## config.mk

```make
export PLATFORM = sky130hd
export DESIGN_NAME = ifu
export DESIGN_NICKNAME = d
export VERILOG_FILES = /design/src/rtl/npc_pkg.sv /design/src/rtl/ifu.sv
export SDC_FILE = /design/constraint.sdc
export NUM_CORES = 1
export LEC_CHECK = 0
export BUFFER_PORTS_ARGS = -buffer_cell sky130_fd_sc_hd__buf_2
export CAP_MARGIN = 20
export CORE_UTILIZATION = 51
export DETAILED_ROUTE_END_ITERATION = 7
export PLACE_DENSITY_LB_ADDON = 0.2
export SYNTH_ARGS = -nofsm -noshare
export SYNTH_HDL_FRONTEND = slang
export SYNTH_SLANG_ARGS = --single-unit
```

## constraint.sdc

```tcl
create_clock -name clk -period 2.94 [get_ports clk]
set_clock_uncertainty 0.2 [all_clocks]
set_input_delay 0.441 -clock clk [delete_from_list [all_inputs] [get_ports clk]]
set_output_delay 0.441 -clock clk [all_outputs]
set_load 0.05 [all_outputs]
```

## src/rtl/npc_pkg.sv

```systemverilog
// Shared constants and types for the fetch front end.
package npc_pkg;

  localparam int unsigned XLEN = 64;
  localparam int unsigned ILEN = 32;

  localparam logic [XLEN-1:0] RESET_PC_DEFAULT = 64'h8000_0000;
  localparam logic [XLEN-1:0] INST_BYTES       = XLEN'(4);

  typedef enum logic [1:0] {
    S_REQ   = 2'd0,
    S_WAIT  = 2'd1,
    S_VALID = 2'd2,
    S_HALT  = 2'd3
  } ifu_state_e;

  // Instruction fetches must be word aligned.
  function automatic logic pc_misaligned(input logic [XLEN-1:0] pc);
    return pc[1:0] != 2'b00;
  endfunction

endpackage

```

## src/rtl/ifu.sv

```systemverilog
// Instruction fetch unit: one outstanding fetch, registered instruction
// presented to execute, pc redirect from execute, sticky misalignment halt.
module ifu
  import npc_pkg::*;
#(
  parameter logic [XLEN-1:0] RESET_PC = RESET_PC_DEFAULT
) (
  input  logic            clk,
  input  logic            rst_n,
  output logic            imem_req_valid,
  input  logic            imem_req_ready,
  output logic [XLEN-1:0] imem_addr,
  input  logic            imem_resp_valid,
  input  logic [ILEN-1:0] imem_resp_data,
  output logic            inst_valid,
  input  logic            inst_ready,
  output logic [ILEN-1:0] inst,
  output logic [XLEN-1:0] inst_pc,
  input  logic [XLEN-1:0] npc,
  input  logic            wen_pc,
  output logic            fetch_err
);

  ifu_state_e      state_q, state_d;
  logic [XLEN-1:0] pc_q, pc_d;
  logic [XLEN-1:0] inst_pc_q, inst_pc_d;
  logic [ILEN-1:0] inst_q, inst_d;
  logic            req_valid_q, req_valid_d;
  logic            inst_valid_q, inst_valid_d;
  logic            fetch_err_q, fetch_err_d;

  logic            req_fire;
  logic            resp_fire;
  logic            inst_fire;
  logic [XLEN-1:0] next_pc;

  // req_valid_q is only ever set while the FSM sits in S_REQ.
  assign req_fire  = req_valid_q & imem_req_ready;
  assign resp_fire = (state_q == S_WAIT) & imem_resp_valid;
  assign inst_fire = (state_q == S_VALID) & inst_ready;
  assign next_pc   = wen_pc ? npc : (inst_pc_q + INST_BYTES);

  always_comb begin
    state_d     = state_q;
    pc_d        = pc_q;
    inst_pc_d   = inst_pc_q;
    inst_d      = inst_q;
    fetch_err_d = fetch_err_q;

    case (state_q)
      S_REQ: begin
        if (req_fire) begin
          state_d = S_WAIT;
        end
      end
      S_WAIT: begin
        if (resp_fire) begin
          state_d   = S_VALID;
          inst_d    = imem_resp_data;
          inst_pc_d = pc_q;
        end
      end
      S_VALID: begin
        if (inst_fire) begin
          pc_d = next_pc;
          if (pc_misaligned(next_pc)) begin
            fetch_err_d = 1'b1;
            state_d     = S_HALT;
          end else begin
            state_d = S_REQ;
          end
        end
      end
      S_HALT: begin
        state_d = S_HALT;
      end
      default: begin
        state_d = S_HALT;
      end
    endcase

    // Handshake outputs are registered copies of the next state.
    req_valid_d  = (state_d == S_REQ);
    inst_valid_d = (state_d == S_VALID);
  end

  always_ff @(posedge clk or negedge rst_n) begin
    if (!rst_n) begin
      state_q      <= S_REQ;
      pc_q         <= RESET_PC;
      inst_pc_q    <= '0;
      inst_q       <= '0;
      req_valid_q  <= 1'b0;
      inst_valid_q <= 1'b0;
      fetch_err_q  <= 1'b0;
    end else begin
      state_q      <= state_d;
      pc_q         <= pc_d;
      inst_pc_q    <= inst_pc_d;
      inst_q       <= inst_d;
      req_valid_q  <= req_valid_d;
      inst_valid_q <= inst_valid_d;
      fetch_err_q  <= fetch_err_d;
    end
  end

  assign imem_req_valid = req_valid_q;
  assign imem_addr      = pc_q;
  assign inst_valid     = inst_valid_q;
  assign inst           = inst_q;
  assign inst_pc        = inst_pc_q;
  assign fetch_err      = fetch_err_q;

endmodule

```

==> flow_summary.ini, run 1 <==
[status]
status = finished clean

[pwr]
p_leak_nw = 4.84
irDropWorstVdd_v = 0.000831
p_per_area_nw_per_um2 = 1370

[sta]
rsz0062_at_grt = false
finalHoldViolCount = 0
slew_headroom_pct = 53.6
worst_slew_pin_slew_ps = 696
tns_ps = 0
fin_crit_ps = 2810
max_freq_mhz = 355
period_share_pct = 95.7
report.final.slew_viol_count = 0
finalSetupViolations = 0

[detailed_routing]
met1Wirelength_mm = 9.32
drt-total-wl_mm = 22.3
wl_per_cell_um = 18.4
wl_met3_mm = 1.65
vias = 6806
topRoutingLayerUsed = met4
dr.pass1.iters = 5
ant_nets = 0
routed-wl-met2_mm = 11.0
drc = 0
routed_via_density = 5.60
drt_iter0_markers = 415

[cts]
root_buffer = clkbuf_16
clockBufferDepth = 2
cts_tree = done
numCtsBuffers = 17
path_clk_slew_ps = 60
htree_levels = 4
insertion_delay_ps = 430
numClockSinks = 165

[global_routing]
antenna_found_initial = 1
track_usage_pct = 28.8
grt_pass1_wl_mm = 35.3
grt_overflow = 0
grt_pass1_vias = 6747
grt_max_degree = 71

[yosys]
ys_seq_area_share_pct = 52.6
async_reset_ff_share_pct = 100
syn_inst = 738
synth_top_family_by_area = simple AND/OR/NAND/NOR gates
synth_edf_count = 0
yosys_warnings = 0
synth_top_area_cell = dfrtp_1
syn_area_um2 = 7850
ys_seq_elements = 165
yosys.area_share.simple_pct = 15.1
synth_ff_type = dfrtp_1
ys_types = 44
synthMuxAreaShare_pct = 14.3
synth_xor_area_share_pct = 5.80
synth_compound_area_share_pct = 9.34
post_synth.cell_area_avg_um2 = 10.6
synthAdderAreaFrac_pct = 0.159
yosys.area.top_type_share_pct = 52.3
synth_nets = 841
synth_area_leaders = dfrtp_1 (52%), mux2_2 (14%), o21ai_0 (4.0%)

[setup_path]
crit_chain = ha_4 -> nand4_1 -> or4b_4 -> or4_4 -> buf_4 -> nor3_1 -> xnor2_1 -> o22ai_1
cp-start-kind = register
crit_fanout = 6
crit_slowest_cell = or4_4
critPathCaptureType = register
required_ps = 3030
worstSetupPathType = register to register
cp.arrival_ps = 2910
max_stage_delay_ps = 590

[placement]
io_buffers = 264
gp_congestion = 0.848
hpwl_mm = 16.0
placed_cell_area_um2 = 9570

[die]
dieWidth_um = 126
core_area_um2 = 14800
fp-row-count = 44
initial_core_util_pct = 53.2
ios = 265
fp.dieH_um = 126
design.die.area_um2 = 15900

[run]
maxCapViolations = 0

[finish]
final_util_pct = 69.5
area_growth_pct = 30.5
finalInstanceArea_um2 = 10200
drive_gt1_share_pct = 45.0
fin_nets = 1120
fillerInstances = 1150

[min_path]
hold_path_class = input pin to register
## final timing paths
| kind | startpoint | endpoint | cells after the start | slack [ps] |
|---|---|---|---|---|
| min in group asynchronous | rst_n | inst[2] | 2 | 410 |
| max in group asynchronous | rst_n | inst[22] | 3 | 1390 |
| hold / removal | imem_resp_data[7] | inst[7] | 2 | 40 |
| setup reg to reg | inst_pc[3] | imem_addr[48] | 8 | 130 |
| hold reg to reg | fetch_err | fetch_err | 1 | 280 |
| setup / recovery | inst_pc[3] | imem_addr[48] | 8 | 130 |
## cells in the mapped netlist, types with 3 or more instances
library cell  number
mux2i_1            4
nand3_1           25
or3_1              9
o22ai_1           19
nand2b_1           3
nor2_1            52
nand4_1           21
or4_1              3
clkbuf_1          37
and3_1            18
nand2_1           55
nor3_1            15
xor2_1            16
nor3_2             3
dfrtp_1          164
o21ai_0           63
inv_1             10
xnor2_1           36
mux2_2            96
or2_2              5
nor4_1             9
a21oi_1           47
## per-layer routing
layer	vias up	track usage, %
met5	-	0
met4	0	8.43
met3	22	7.94
met2	263	48.5
met1	3338	36.3
li1	3183	-
## flip-flops by register name, indices dropped and copies added, names as in the netlist
signal and count:
imem_req_valid 1, state_q 2, imem_addr 64, inst_valid 1, inst 32, inst_pc 64
fetch_err 1
## cell usage in the layout (no fill, tap or decap), types with 4 or more instances in the layout
cell type	n
buf_2	263
dfrtp_1	146
mux2_2	96
o21ai_0	63
nand2_1	55
nor2_1	51
a21oi_1	47
xnor2_1	36
buf_4	35
nand3_1	25
nand4_1	21
o22ai_1	19
and3_1	18
dfrtp_2	18
clkbuf_16	17
xor2_1	16
nor3_1	15
inv_1	10
or3_1	9
nor4_1	8
or2_2	5
mux2i_1	4
bufinv_16	4
## timing repair
action,CTS,global route
hold buffers,1,0
setup endpoints to repair,0,4
buffers inserted,0,2
gates resized for setup,0,1
hold endpoints to repair,65,0
## through the flow
| step | hold WS (ps) | worst slack [ps] | std cells | power (mW) |
|---|---|---|---|---|
| 2_1_floorplan | -54.6 | 14.2 | 738 | 9.71 |
| 3_3_place_gp | 249 | 127 | 1179 | 11.6 |
| 3_5_place_dp | 259 | 78.5 | 1179 | 11.7 |
| 4_1_cts | 27.1 | 60.3 | 1212 | 14.1 |
| 5_1_grt | 28.4 | 30.6 | 1214 | 14.7 |
| 6_report | 41.6 | 126 | 1215 | 14.1 |
## critical path, delay by kind of cell, from the launching register on
kind / cells / cell delay [ps]
adders and majority gates: 1 / 170
buffers and inverters: 1 / 200
AOI/OAI and AO/OA: 1 / 100
DFF: 1 / 410
and+or+nand+nor: 4 / 1460
xor gates and xnor gates: 1 / 140
## where the power goes
part	internal, mW	switching [mW]	total, mW
clock network	1.49	0.888	2.37
registers	3.36	1.04	4.40
logic	1.97	5.32	7.28
## cells by family after synthesis
family                   count (synthesis)
AO/OA/AOI/OAI                          138
XOR/XNOR                                52
adder cells (fa/ha/maj)                  1
buffers and inverters                   54
flip-flops                             165
multiplexers                           100
AND/OR/NAND/NOR                        228
## layout make-up
| type | instances | area, um^2 | area share [%] |
|---|---|---|---|
| Clock buffer | 23 | 478 | 4.66 |
| Sequential cell | 165 | 4150 | 40.5 |
| Multi-Input combinational cell | 519 | 3530 | 34.5 |
| Inverter | 11 | 41.3 | 0.403 |
| Antenna cell | 1 | 2.50 | 0.0244 |
| Clock inverter | 9 | 150 | 1.47 |
| Tap cell | 184 | 230 | 2.25 |
| Timing Repair Buffer | 303 | 1660 | 16.2 |
Note: power is estimated with default switching activity, not from simulation.
==> inputs of run 2 (changes only) <==
Settings changed: HOLD_SLACK_MARGIN set to 0.03, MAX_ROUTING_LAYER set to met4.
==> run 2 against run 1 <==
Effect of this change:
- register-to-register slack barely moved
- flip-flop and latch count is the same
- core utilization grew 0.34 points
- routed wire length up 0.32%
- die area did not move
- non-clock buffer count rose by 5
- largest power group unchanged
==> flow_summary.ini, run 2 (synthesis results as in run 1) <==
[min_path]
hold_path_class = input pin to register

[sta]
worst_slew_pin_slew_ps = 698
max_freq_mhz = 356
setup_ws_ps = 129
report.final.slew_viol_count = 0
fin_crit_ps = 2810
slew_headroom_pct = 53.5
finalHoldViolCount = 0
tns_ps = 0
rsz0062_at_grt = false
period_share_pct = 95.6
finalSetupViolations = 0
hold_slack_ps = 45.4

[placement]
pre_cts_slack_ps = 78.5
placed_cell_area_um2 = 9570
hpwl_mm = 16.0
placedCellCount = 1179
gp_congestion = 0.861
io_buffers = 264

[cts]
numCtsBuffers = 17
htree_levels = 4
numClockSinks = 165
path_clk_slew_ps = 60
clockBufferDepth = 2
insertion_delay_ps = 420
root_buffer = clkbuf_16
cts_tree = done

[finish]
finalInstanceArea_um2 = 10300
fillerInstances = 1141
area.sequential_um2 = 4150
final_util_pct = 69.8
final_cell_mix = buf_2 (263), dfrtp_1 (146), mux2_2 (96)
drive_gt1_share_pct = 44.7
multi_input_area_um2 = 3530
instances_no_fill = 1220
final_common_cell = buf_2
fin_nets = 1125
area_growth_pct = 31.1

[detailed_routing]
routed_via_density = 5.57
vias = 6796
drt_iter0_markers = 421
drc = 0
dr.pass1.iters = 5
ant_nets = 0
wl_per_cell_um = 18.3
drt-total-wl_mm = 22.4

[die]
fp-row-count = 44
fp.dieH_um = 126
initial_core_util_pct = 53.2
design.die.area_um2 = 15900
dieWidth_um = 126
ios = 265
core_area_um2 = 14800

[setup_path]
worstSetupPathType = register to register
required_ps = 3030
cp.arrival_ps = 2900
cp-start-kind = register
critPathCaptureType = register
crit_fanout = 6
regToRegSetupSlack_ps = 130

[global_routing]
grt_pass1_vias = 6818
grt_pass1_wl_mm = 35.5
grt_overflow = 0
grt_max_degree = 71
track_usage_pct = 29.9
antenna_found_initial = 1

[pwr]
p_per_area_nw_per_um2 = 1360
irDropWorstVdd_v = 0.000840
p_leak_nw = 4.86
p_total_mw = 14.1

[status]
status = finished clean

[run]
maxCapViolations = 0
## run 2: cell count changes in the layout (fill, tap and decap cells not counted)
cell           change
dlygate4sd3_1      +5
## run 2: layout make-up
class,instances,area share (%)
repair buffers,308,16.6
clock buffers,23,4.64
multi-input cells,519,34.3
flip-flops and latches,165,40.3
clock inverters,9,1.46
diodes,1,0.0243
well taps,184,2.24
inverters,11,0.401
## run 2: worst max-delay path, cell delays in order, from the launching register on
cell and delay (ps):
dfrtp_2 410, ha_4 160, nand4_1 130, or4b_4 550, or4_4 590, buf_4 190
nor3_1 190, xnor2_1 140, o22ai_1 90
## run 2: power by group
group          switching, mW  total, mW  internal (mW)  leakage, nW
clock network          0.883       2.37           1.49        0.303
registers               1.03       4.39           3.36         2.01
logic                   5.32       7.29           1.97         2.55
## run 2: path summary, 6_finish.rpt
kind                                    start            end  cells past startpoint
min in group asynchronous               rst_n        inst[2]                      2
min reg2reg                         fetch_err      fetch_err                      1
max                                inst_pc[3]  imem_addr[48]                      8
max in group asynchronous               rst_n       inst[22]                      3
max reg2reg                        inst_pc[3]  imem_addr[48]                      8
min                        imem_resp_data[26]       inst[26]                      2
## run 2: per-layer routing
metal	vias up	track usage [%]	routed length (um)	part of all wire, %
met3	21	6.29	1400	6.2
li1	3196	-	-	-
met2	255	48.9	11100	50
met5	-	-	0	0
met4	0	8.50	299	1.3
met1	3324	37.5	9580	43
## run 2: what timing repair did
| item | CTS | global route |
|---|---|---|
| endpoints found under the setup margin | 0 | 4 |
| endpoints found under the hold margin | 70 | 0 |
| gates resized for setup | 0 | 1 |
| setup buffers | 0 | 2 |
| hold buffers | 6 | 0 |
==> inputs of run 3 (changes only) <==
Settings changed: CORE_ASPECT_RATIO set to 2.
==> run 3 against run 2 <==
Effect of this change:
- hold slack worse by 5.2 ps
- sequential share of layout area up 0.059 points
- die area up 0.19%
- clock power down 3%
- combinational power up 2%
- highest routed layer unchanged
- power up 0.10%
- cell area down 0.15%
- global-route usage up 0.63 points
- flip-flop and latch count unchanged
- critical path depth unchanged
- via count up 2.8%
- critical path type unchanged
==> flow_summary.ini, run 3 (synthesis results as in run 1) <==
[die]
fp-row-count = 63
fp.dieH_um = 177
initial_core_util_pct = 52.7
core_area_um2 = 14900
dieWidth_um = 89.7
ios = 265
design.die.area_um2 = 15900

[setup_path]
r2r_cells = 8
critPathCaptureType = register
r2r_start = inst_pc[2]
worstSetupPathType = register to register
cp-start-kind = register
required_ps = 3050
crit_fanout = 7
crit_path_start = inst_pc[2]
cp.arrival_ps = 2910

[detailed_routing]
dr.pass1.iters = 5
drt-total-wl_mm = 23.1
wl_per_cell_um = 18.8
vias = 6987
ant_nets = 0
routed_via_density = 5.67
drc = 0
drt_iter0_markers = 359

[cts]
root_buffer = clkbuf_16
htree_levels = 4
numClockSinks = 165
insertion_delay_ps = 430
numCtsBuffers = 17
cts_tree = done
clockBufferDepth = 2
cts_resized = 0
path_clk_slew_ps = 70

[sta]
fin_crit_ps = 2800
finalHoldViolCount = 0
worst_slew_pin_slew_ps = 574
tns_ps = 0
setup_ws_ps = 140
report.final.slew_viol_count = 0
period_share_pct = 95.2
max_freq_mhz = 357
slew_headroom_pct = 61.7
finalSetupViolations = 0
rsz0062_at_grt = false

[finish]
final_util_pct = 69.0
final_common_cell = buf_2
drive_gt1_share_pct = 45.1
area_growth_pct = 30.9
fin_nets = 1125
final_cell_mix = buf_2 (263), dfrtp_1 (146), mux2_2 (96)

[min_path]
holdPathStages = 2
min_from = imem_resp_data[5]
hold_path_class = input pin to register

[global_routing]
grt_pass1_vias = 7135
antenna_found_initial = 2
grt_pass1_wl_mm = 36.4
grt_overflow = 0
grt_max_degree = 83
track_usage_pct = 30.5

[placement]
gp_congestion = 0.864
hpwl_mm = 16.6
io_buffers = 264
pre_cts_slack_ps = 89.5

[pwr]
p_per_area_nw_per_um2 = 1370
p_leak_nw = 4.84
irDropWorstVdd_v = 0.000912

[run]
maxCapViolations = 0

[status]
status = finished clean
## run 3: changes by cell type in the layout (fill, tap and decap cells not counted), sizes merged
cell	previous run	this run
buf	302	307
bufinv	4	3
clkbuf	23	21
clkinv	4	3
clkinvlp	2	6
diode	1	2
dlygate4sd3	6	1
## run 3: path summary, 6_finish.rpt
kind | slack (ps) | to
worst max-delay path | 140 | imem_addr[60]
worst min-delay path | 40 | inst[5]
worst max register to register | 140 | imem_addr[60]
worst min register to register | 280 | fetch_err
max in group asynchronous | 1470 | inst_pc[23]
min in group asynchronous | 360 | inst_pc[53]
## run 3: cell type report
| cell class | instances | area [um^2] |
|---|---|---|
| fill | 1196 | 4620 |
| sequential | 165 | 4150 |
| multi-input combinational | 519 | 3530 |
| timing repair buffer | 308 | 1710 |
| clock buffer | 21 | 450 |
| tap | 195 | 244 |
| clock inverter | 11 | 153 |
| inverter | 11 | 41.3 |
| antenna | 2 | 5.00 |
## run 3: timing repair
action / 4_1_cts / 5_1_grt
endpoints found under the hold margin: 53 / 0
endpoints found under the setup margin: 0 / 1
buffers inserted: 0 / 2
hold buffers: 1 / 0
## run 3: worst max-delay path, stage by stage, from the launching register on
cell and delay [ps]:
dfrtp_2 380, ha_4 160, nand4_1 160, or4b_4 570
or4_4 590, buf_4 180, nor4_4 200, xnor2_1 140
o22ai_1 90
## run 3: metrics by stage
stage                     power, mW  hold WS (ps)  cell area [um^2]  cells
final                          14.1          40.2             10300   1232
after CTS                      14.1          35.5             10300   1228
after global placement         11.7           251              9650   1195
after global routing           14.7          36.7             10300   1232
after floorplan                9.71         -54.6              7890    738
after detailed placement       11.8           247              9650   1195
## run 3: where the power goes
part / internal [mW] / switching [mW] / leakage [nW]
registers: 3.36 / 1.01 / 2.01
clock network: 1.36 / 0.935 / 0.272
logic: 2.02 / 5.39 / 2.55
total: 6.74 / 7.33 / 4.84
## run 3: metal layers
layer,GRT usage [%],routed length [um],up-vias
li1,-,-,3205
met1,31.6,8270,3437
met2,56.2,12900,288
met3,5.10,1210,57
met4,13.5,771,0
met5,-,0,-
